### src/rtl/lsu_mem_initiator_if.sv
// Word-wide data-memory bus: the load/store initiator drives it (master), the memory answers (slave).
interface lsu_mem_initiator_if;
  logic [31:0] Address_o;
  logic [31:0] WriteData_o;
  logic        MemRead_o;
  logic        MemWrite_o;
  logic [31:0] ReadData_i;

  modport master (
    output Address_o,
    output WriteData_o,
    output MemRead_o,
    output MemWrite_o,
    input  ReadData_i
  );

  modport slave (
    input  Address_o,
    input  WriteData_o,
    input  MemRead_o,
    input  MemWrite_o,
    output ReadData_i
  );
endinterface

### src/rtl/lsu_mem_initiator.sv
// MEM-stage load/store initiator: byte/half/word accesses on a word memory, sub-word stores via read-modify-write.
// Load done at T+MEM_LAT+1, word store T+2, sub-word store T+MEM_LAT+2; busy_o blocks new requests; LSU_MISALIGN_CHK_EN adds err_o.
module lsu_mem_initiator #(
  parameter int MEM_LAT = 1
) (
  input  logic                       clk_i,
  input  logic                       rst_i,
  input  logic                       req_i,
  input  logic                       we_i,
  input  logic [1:0]                 size_i,
  input  logic                       unsigned_i,
  input  logic [31:0]                addr_i,
  input  logic [31:0]                wdata_i,
  output logic                       busy_o,
  output logic                       done_o,
  output logic                       err_o,
  output logic [31:0]                rdata_o,
  lsu_mem_initiator_if.master        mem
);

  localparam logic [1:0] S_IDLE = 2'd0;
  localparam logic [1:0] S_RD   = 2'd1;
  localparam logic [1:0] S_WR   = 2'd2;
  localparam logic [1:0] S_DONE = 2'd3;

  localparam logic [3:0] LAST_CNT = 4'(MEM_LAT - 1);

  logic [1:0]  state_q, state_d;
  logic        we_q, we_d;
  logic [1:0]  size_q, size_d;
  logic        uns_q, uns_d;
  logic [1:0]  lane_q, lane_d;
  logic [15:0] wlo_q, wlo_d;
  logic [3:0]  cnt_q, cnt_d;
  logic [31:0] rdata_q, rdata_d;
  logic [31:0] maddr_q, maddr_d;
  logic [31:0] mwdat_q, mwdat_d;
  logic        misal;

  // Extracts the addressed lane of a fetched word and extends it to 32 bits.
  function automatic logic [31:0] load_ext(input logic [31:0] w, input logic [1:0] sz,
                                           input logic [1:0] ln, input logic uns);
    logic [7:0]  b;
    logic [15:0] h;
    logic [31:0] r;
    b = w[{ln, 3'b000} +: 8];
    h = w[{ln[1], 4'b0000} +: 16];
    case (sz)
      2'b00:   r = {{24{b[7] & ~uns}}, b};
      2'b01:   r = {{16{h[15] & ~uns}}, h};
      default: r = w;
    endcase
    return r;
  endfunction

  function automatic logic [31:0] merge_lane(input logic [31:0] w, input logic [1:0] sz,
                                             input logic [1:0] ln, input logic [15:0] d);
    logic [31:0] r;
    r = w;
    if (sz == 2'b00) r[{ln, 3'b000} +: 8] = d[7:0];
    else             r[{ln[1], 4'b0000} +: 16] = d;
    return r;
  endfunction

`ifdef LSU_MISALIGN_CHK_EN
  logic err_q, err_d;
  assign misal = ((size_i == 2'b01) && addr_i[0]) || (size_i[1] && (addr_i[1:0] != 2'b00));
`else
  assign misal = 1'b0;
`endif

  always_comb begin
    state_d = state_q;
    we_d    = we_q;
    size_d  = size_q;
    uns_d   = uns_q;
    lane_d  = lane_q;
    wlo_d   = wlo_q;
    cnt_d   = cnt_q;
    rdata_d = rdata_q;
    maddr_d = maddr_q;
    mwdat_d = mwdat_q;
`ifdef LSU_MISALIGN_CHK_EN
    err_d   = err_q;
`endif
    case (state_q)
      S_IDLE: begin
        if (req_i) begin
          we_d   = we_i;
          size_d = size_i;
          uns_d  = unsigned_i;
          lane_d = addr_i[1:0];
          wlo_d  = wdata_i[15:0];
          cnt_d  = 4'd0;
          if (misal) begin
            state_d = S_DONE;
`ifdef LSU_MISALIGN_CHK_EN
            err_d   = 1'b1;
`endif
          end else if (we_i && size_i[1]) begin
            state_d = S_WR;
            maddr_d = {addr_i[31:2], 2'b00};
            mwdat_d = wdata_i;
          end else begin
            state_d = S_RD;
            maddr_d = {addr_i[31:2], 2'b00};
          end
        end
      end
      S_RD: begin
        if (cnt_q == LAST_CNT) begin
          if (we_q) begin
            state_d = S_WR;
            mwdat_d = merge_lane(mem.ReadData_i, size_q, lane_q, wlo_q);
          end else begin
            state_d = S_DONE;
            rdata_d = load_ext(mem.ReadData_i, size_q, lane_q, uns_q);
          end
        end else begin
          cnt_d = cnt_q + 4'd1;
        end
      end
      S_WR: begin
        state_d = S_DONE;
      end
      default: begin
        state_d = S_IDLE;
`ifdef LSU_MISALIGN_CHK_EN
        err_d   = 1'b0;
`endif
      end
    endcase
  end

  always_ff @(posedge clk_i or negedge rst_i) begin
    if (!rst_i) begin
      state_q <= S_IDLE;
      we_q    <= 1'b0;
      size_q  <= 2'b00;
      uns_q   <= 1'b0;
      lane_q  <= 2'b00;
      wlo_q   <= 16'h0000;
      cnt_q   <= 4'd0;
      rdata_q <= 32'h0;
      maddr_q <= 32'h0;
      mwdat_q <= 32'h0;
    end else begin
      state_q <= state_d;
      we_q    <= we_d;
      size_q  <= size_d;
      uns_q   <= uns_d;
      lane_q  <= lane_d;
      wlo_q   <= wlo_d;
      cnt_q   <= cnt_d;
      rdata_q <= rdata_d;
      maddr_q <= maddr_d;
      mwdat_q <= mwdat_d;
    end
  end

`ifdef LSU_MISALIGN_CHK_EN
  always_ff @(posedge clk_i or negedge rst_i) begin
    if (!rst_i) err_q <= 1'b0;
    else        err_q <= err_d;
  end
  assign err_o = err_q;
`else
  assign err_o = 1'b0;
`endif

  // Strobes decode straight from state so reset removes them without waiting for a clock.
  assign busy_o          = (state_q != S_IDLE);
  assign done_o          = (state_q == S_DONE);
  assign rdata_o         = rdata_q;
  assign mem.MemRead_o   = (state_q == S_RD);
  assign mem.MemWrite_o  = (state_q == S_WR);
  assign mem.Address_o   = maddr_q;
  assign mem.WriteData_o = mwdat_q;

endmodule

### src/flat_wrapper.sv
// flat-port wrapper written by rule: the top's interface ports become plain ports
module lsu_mem_initiator_flat 
#(
  parameter int MEM_LAT = 1
)
  (clk_i, rst_i, req_i, we_i, size_i, unsigned_i, addr_i, wdata_i, busy_o, done_o, err_o, rdata_o, mem_Address_o, mem_WriteData_o, mem_MemRead_o, mem_MemWrite_o, mem_ReadData_i);
  lsu_mem_initiator_if mem_i ();
  input  logic clk_i;
  input  logic rst_i;
  input  logic req_i;
  input  logic we_i;
  input  logic [1:0] size_i;
  input  logic unsigned_i;
  input  logic [31:0] addr_i;
  input  logic [31:0] wdata_i;
  output logic busy_o;
  output logic done_o;
  output logic err_o;
  output logic [31:0] rdata_o;
  output wire logic [$bits(mem_i.Address_o)-1:0] mem_Address_o;
  output wire logic [$bits(mem_i.WriteData_o)-1:0] mem_WriteData_o;
  output wire logic [$bits(mem_i.MemRead_o)-1:0] mem_MemRead_o;
  output wire logic [$bits(mem_i.MemWrite_o)-1:0] mem_MemWrite_o;
  input wire logic [$bits(mem_i.ReadData_i)-1:0] mem_ReadData_i;
  assign mem_Address_o = mem_i.Address_o;
  assign mem_WriteData_o = mem_i.WriteData_o;
  assign mem_MemRead_o = mem_i.MemRead_o;
  assign mem_MemWrite_o = mem_i.MemWrite_o;
  assign mem_i.ReadData_i = mem_ReadData_i;
  lsu_mem_initiator #(.MEM_LAT(MEM_LAT)) u_core (.clk_i(clk_i), .rst_i(rst_i), .req_i(req_i), .we_i(we_i), .size_i(size_i), .unsigned_i(unsigned_i), .addr_i(addr_i), .wdata_i(wdata_i), .busy_o(busy_o), .done_o(done_o), .err_o(err_o), .rdata_o(rdata_o), .mem(mem_i));
endmodule
### config.mk
export PLATFORM = sky130hd
export DESIGN_NAME = lsu_mem_initiator_flat
export DESIGN_NICKNAME = d
export VERILOG_FILES = /design/src/rtl/lsu_mem_initiator_if.sv /design/src/rtl/lsu_mem_initiator.sv /design/src/flat_wrapper.sv
export SDC_FILE = /design/constraint.sdc
export NUM_CORES = 1
export LEC_CHECK = 0
export CORE_MARGIN = 1.5
export CORE_UTILIZATION = 33
export CTS_CLUSTER_DIAMETER = 120
export DETAILED_ROUTE_END_ITERATION = 10
export GPL_ROUTABILITY_DRIVEN = 0
export SYNTH_ARGS = -nofsm -noshare
export SYNTH_HDL_FRONTEND = slang
export SYNTH_SLANG_ARGS = --single-unit
### constraint.sdc
create_clock -name clk_i -period 5.5 [get_ports clk_i]
set_clock_uncertainty 0.15 [all_clocks]
set_input_delay 1.65 -clock clk_i [delete_from_list [all_inputs] [get_ports clk_i]]
set_output_delay 1.65 -clock clk_i [all_outputs]
set_load 0.1 [all_outputs]
==> results of run 1 <==
[flip-flops by register name, indices dropped and copies added, names as in the netlist]
signal,count
u_core.uns_q,1
u_core.size_q,2
u_core.lane_q,2
u_core.cnt_q,4
u_core.mem.Address_o,30
u_core.wlo_q,16
u_core.mem.WriteData_o,32
u_core.we_q,1
u_core.state_q,2
u_core.rdata_o,32
[Yosys cell counts (2+ instances only)]
cell      number
a22o_1         5
buf_4          3
nor2b_1        2
nand3_1        3
nor4_1         3
a221oi_1      32
clkbuf_1      30
o22ai_1       24
nand2_1       36
or3_1          2
o21ai_0       50
o21ba_2        2
mux4_2         6
buf_6          5
nand2b_1      11
buf_2          6
nand4_1        2
a31oi_1        3
o31a_1         2
dfrtp_1      122
clkinv_1       2
buf_1          4
inv_1         18
o31ai_1       30
nor3_1         3
mux2i_1        4
mux2_2        74
o311ai_0       2
a21oi_1       41
nor2_1        46
a222oi_1       6
ha_1          11
[worst reg2reg max path: stages, from the launching register on]
cell and delay, ps:
dfrtp_2 590, buf_4 530, ha_1 280, clkinv_1 260
nor4_1 1080, a221oi_1 230, o31ai_1 250
[per-layer routing]
layer | vias up | track usage [%]
met2 | 343 | 36.13
met1 | 2937 | 27.86
met5 | - | 0
met4 | 0 | 7.813
li1 | 2664 | -
met3 | 41 | 7.042
[final cells by class]
class | instances | area share (%)
Clock buffer | 23 | 5.201
Inverter | 20 | 0.8169
Timing Repair Buffer | 213 | 22.79
Clock inverter | 8 | 0.7624
Multi-Input combinational cell | 423 | 33.66
Sequential cell | 122 | 33.23
Tap cell | 260 | 3.540
[cells by family after synthesis]
kind of cell / after synthesis
adders and majority gates: 11
AOI/OAI and AO/OA: 211
other: 1
and+or+nand+nor: 114
muxes: 84
DFF: 122
buffers and inverters: 68
[how the worst min path moves through the flow]
stage	to	slack, ps	depth (start not counted)
4_1_cts	u_core.rdata_o[7]	340	2
3_3_place_gp	u_core.rdata_o[5]	320	2
6_report	u_core.rdata_o[7]	340	2
5_1_grt	u_core.mem.Address_o[22]	370	1
2_1_floorplan	u_core.wlo_q[15]	340	1
3_5_place_dp	u_core.rdata_o[7]	330	2
[per-stage QoR]
| stage | util [%] | hold slack (ps) | setup WS, ps | instance area (um^2) | cells |
|---|---|---|---|---|---|
| finish | 48.64 | 343.1 | 1103 | 9190 | 1069 |
| global route | 48.64 | 367.1 | 981.7 | 9190 | 1069 |
| CTS | 48.64 | 343.9 | 1088 | 9190 | 1069 |
| detailed placement | 45.74 | 332.6 | 1405 | 8642 | 1038 |
| global placement | 45.74 | 324.1 | 1474 | 8642 | 1038 |
| floorplan | - | 342.3 | 2320 | 6444 | 613 |
==> out/results.txt, run 1 <==
Slew Limit Fails -> 0
synth warn -> 0
gr ovfl total -> 0
Synth area leaders -> dfrtp_1 (47%), mux2_2 (13%), a221oi_1 (4.4%), o21ai_0 (3.9%), o31ai_1 (3.5%)
Pre-Repair DR Iteration Count -> 5
CTS tree -> built
critical path, cell by cell -> inv_1 -> ha_1 -> inv_1 -> clkdlybuf4s50_1
initial core utilization -> 34.07%
max cap viols -> 0
met3 routed WL -> 2277 um
fin crit share -> 79.94%
Worst-Margin Slew -> 1252 ps
area share of xor/xnor cells in the synthesized design -> 0%
IO buf count -> 200
Seq. cell area -> 3054 um^2
reg2reg setup slack -> 2050 ps
DR iter-0 viols -> 487
Reg2Reg Depth -> 6
adder-cell share of the synthesized area -> 2.138%
htree depth -> 4
achievable frequency -> 227.4 MHz
crit-path max cell delay -> 1180 ps
largest net degree at the start of global routing -> 61
first-pass GRT wire length -> 34220 um
vias in the first global route -> 6057
sequential-to-total area share from yosys stat -> 47.43%
Syn Std Cell Area -> 6436 um^2
clock-pin slew on the worst setup and hold paths -> 50 ps
hold wc startpoint -> u_core.rdata_o[7]
Crit. End Element -> output port
worst r2r dst -> u_core.mem.WriteData_o[25]
routed vias/inst -> 5.599
GRT Overall Usage -> 22.24%
clk buf depth -> 2
Area Growth Syn to Fin -> 42.79%
Die W -> 142.7 um
commonest non-fill, non-tap cell in the layout -> clkdlybuf4s50_1
number of distinct library cells after synthesis -> 53
Worst Hold Class -> register to register
Synth Area in Compound Gates -> 22.01%
area leader, netlist -> dfrtp_1
Final #Nets -> 911
Hold Violations, Final -> 0
root buf cell -> clkbuf_16
Seq cells post-synth -> 122
Avg Cell Area, Syn -> 10.53 um^2
WP buf/inv -> 3
Num CTS Buffers -> 17
postcts setup bufs -> 0
status -> complete, no violations
Largest delay share family, worst path -> buffers and inverters
final setup violation count -> 0
Die Span Y -> 142.7 um
DRT met1 WL -> 8979 um
largest family of logic cells by synthesized area -> compound AO/OA/AOI/OAI gates
setup TNS -> 0 ps
antenna violations before repair -> 0
Max Fanout on Critical Path -> 7
crit path to -> busy_o
RSZ-0062 raised after global routing -> no
area share of the largest cell type after synthesis -> 47.43%
multi-input logic area -> 3093 um^2
Remaining DRCs -> 0
Worst-Skew Late Latency -> 420 ps
most frequent cells in the layout -> clkdlybuf4s50_1 (198), dfrtp_1 (121), mux2_2 (74)
Slew HR -> 15.78%
crit path from -> u_core.state_q[0]
CP most frequent cell -> inv_1
Avg WL per Cell -> 21.06 um
n_diodes -> 0
num rows -> 50
WP depth -> 4
EDFF count, synth -> 0
layout cells sized above 1 -> 16.32%
DR top layer -> met4
critical path data arrival time -> 2600 ps
ys async rst share -> 100.0%
CTS sink count -> 122
Top Ports -> 204
Total Wirelength -> 22520 um
critical path's slowest cell -> clkdlybuf4s50_1
Final ANT Viol Nets -> 0
hold-fix buffers at CTS -> 0
startpoint types -> register
WP data required -> 3700 ps
CORE AREA -> 18890 um^2
ys flop type -> dfrtp_1
fill count -> 1765
Post-Synth Simple-Gate Area -> 7.854%
Detailed Place HPWL -> 16140 um
wire length on met2 -> 10710 um
Crit Path Class -> register to output port
via count -> 5985
mux cell area share after synthesis -> 15.67%
reg-to-reg startpoint -> u_core.lane_q[1]
Final Critical Period -> 4397 ps
cell count after synthesis -> 611
cts repair resizes -> 0
die area -> 20350 um^2
Power of run 1 is not shown: default switching activity piles up to over one toggle a cycle in this logic, so the estimate is an artifact.
==> run 2: changes to the inputs <==
==> constraint.sdc (replaced) <==
create_clock -name clk_i -period 4.2 [get_ports clk_i]
set_clock_uncertainty 0.15 [all_clocks]
set_input_delay 1.26 -clock clk_i [delete_from_list [all_inputs] [get_ports clk_i]]
set_output_delay 1.26 -clock clk_i [all_outputs]
set_load 0.1 [all_outputs]
==> run 2 against run 1 <==
Compared with the run above: via count grew 1.2%; core utilization fell by 0.32 points; critical path depth rose by 5; register-to-register slack worse by 1300 ps; wire length decreased by 1.6%; critical endpoint is now u_core.mem.WriteData_o[6]; highest routed layer unchanged; hold slack worse by 7.3 ps; count of clock-buffer cells in the layout is 6 lower; non-clock buffer count increased by 3.
==> out/results.txt, run 2 (synthesis results as in run 1) <==
status -> complete, no violations (unchanged)
hold-fix buffers at CTS -> 0 (unchanged)
num rows -> 50 (unchanged)
Avg WL per Cell -> 20.65 um (was 21.06 um)
cts repair resizes -> 0 (unchanged)
CTS tree -> built (unchanged)
n_diodes -> 0 (unchanged)
via count -> 6057 (was 5985)
Num CTS Buffers -> 17 (unchanged)
CP most frequent cell -> buf_4 (was inv_1)
Crit. End Element -> register (was output port)
Slew Limit Fails -> 0 (unchanged)
Top Ports -> 204 (unchanged)
Worst-Skew Late Latency -> 430 ps (was 420 ps)
commonest non-fill, non-tap cell in the layout -> clkdlybuf4s50_1 (unchanged)
Crit Path Class -> register to register (was register to output port)
Final WS setup -> 774.6 ps (was 1103 ps)
critical path data arrival time -> 3570 ps (was 2600 ps)
first-pass GRT wire length -> 33930 um (was 34220 um)
Final #Nets -> 914 (was 911)
IO buf count -> 200 (unchanged)
setup TNS -> 0 ps (unchanged)
fin crit share -> 81.56%
Pre-Repair DR Iteration Count -> 7 (was 5)
Total Wirelength -> 22160 um (was 22520 um)
Reg2Reg Depth -> 9 (was 6)
routed vias/inst -> 5.645 (was 5.599)
critical path, cell by cell -> inv_1 -> ha_1 -> buf_4 -> inv_1 -> a2bb2oi_2 -> buf_4 -> or2_1 -> buf_4 -> o31ai_1 (was inv_1 -> ha_1 -> inv_1 -> clkdlybuf4s50_1)
clk buf depth -> 2 (unchanged)
Final Critical Period -> 3425 ps
die area -> 20350 um^2 (unchanged)
Final ANT Viol Nets -> 0 (unchanged)
Largest delay share family, worst path -> buffers and inverters (unchanged)
Die Span Y -> 142.7 um (unchanged)
CTS sink count -> 122 (unchanged)
GRT Overall Usage -> 22.00% (was 22.24%)
WP buf/inv -> 5 (was 3)
largest net degree at the start of global routing -> 73 (was 61)
antenna violations before repair -> 1 (was 0)
critical path's slowest cell -> ha_1 (was clkdlybuf4s50_1)
postcts setup bufs -> 0 (unchanged)
CORE AREA -> 18890 um^2 (unchanged)
crit-path max cell delay -> 500 ps (was 1180 ps)
htree depth -> 4 (unchanged)
WP data required -> 4350 ps (was 3700 ps)
Worst Hold Class -> register to register (unchanged)
Die W -> 142.7 um (unchanged)
gr ovfl total -> 0 (unchanged)
Worst-Margin Slew -> 1011 ps (was 1252 ps)
hold_ws -> 335.7 ps (was 343.1 ps)
root buf cell -> clkbuf_16 (unchanged)
most frequent cells in the layout -> clkdlybuf4s50_1 (147), dfrtp_1 (121), mux2_2 (74) (was clkdlybuf4s50_1 (198), dfrtp_1 (121), mux2_2 (74))
DR iter-0 viols -> 458 (was 487)
achievable frequency -> 291.9 MHz
max cap viols -> 0 (unchanged)
vias in the first global route -> 6055 (was 6057)
final setup violation count -> 0 (unchanged)
WP depth -> 9 (was 4)
initial core utilization -> 34.07% (unchanged)
Remaining DRCs -> 0 (unchanged)
Area Growth Syn to Fin -> 41.84% (was 42.79%)
post-place setup slack -> 859.1 ps (was 1405 ps)
RSZ-0062 raised after global routing -> no (unchanged)
Max Fanout on Critical Path -> 32 (was 7)
Min-Delay Path Depth -> 2 (unchanged)
Hold Violations, Final -> 0 (unchanged)
layout cells sized above 1 -> 23.37% (was 16.32%)
Slew HR -> 32.08% (was 15.78%)
clock-pin slew on the worst setup and hold paths -> 60 ps (was 50 ps)
startpoint types -> register (unchanged)
Detailed Place HPWL -> 16260 um (was 16140 um)
[run 2: worst min-delay path: cells and delay by family (launching register included)]
family,cells,cell delay (ps)
AND/OR/NAND/NOR,1,50
AO/OA/AOI/OAI,1,60
flip-flops,1,340
[run 2: path summary, 6_finish.rpt]
| path | from | endpoint | slack [ps] |
|---|---|---|---|
| max | u_core.state_q[1] | u_core.mem.WriteData_o[6] | 770 |
| min | u_core.rdata_o[0] | u_core.rdata_o[0] | 340 |
| max reg2reg | u_core.state_q[1] | u_core.mem.WriteData_o[6] | 770 |
| min reg2reg | u_core.rdata_o[0] | u_core.rdata_o[0] | 340 |
| max in group asynchronous | rst_i | u_core.wlo_q[10] | 2190 |
| min in group asynchronous | rst_i | u_core.mem.Address_o[30] | 830 |
[run 2: area by class of cell]
type                    count  area, um^2
clock inverters            15       141.4
multi-input cells         423        3093
fillers                  1799        9764
inverters                  20       75.07
well taps                 260       325.3
repair buffers            216        2014
clock buffers              17       425.4
flip-flops and latches    122        3054
[run 2: stage by stage]
step | cell area (um^2) | utilization, % | instances
6_report | 9129 | 48.32 | 1073
5_1_grt | 9129 | 48.32 | 1073
4_1_cts | 9129 | 48.32 | 1073
3_5_place_dp | 8562 | 45.32 | 1041
3_3_place_gp | 8562 | 45.32 | 1041
2_1_floorplan | 6444 | - | 613
[run 2: routing by layer]
layer	up-vias	part of all wire, %	track usage [%]
li1	2676	-	-
met1	2999	40	28.12
met2	331	47	34.67
met3	51	10	7.277
met4	0	2.8	8.139
met5	-	0	0
Power of run 2 is left out for the same reason.
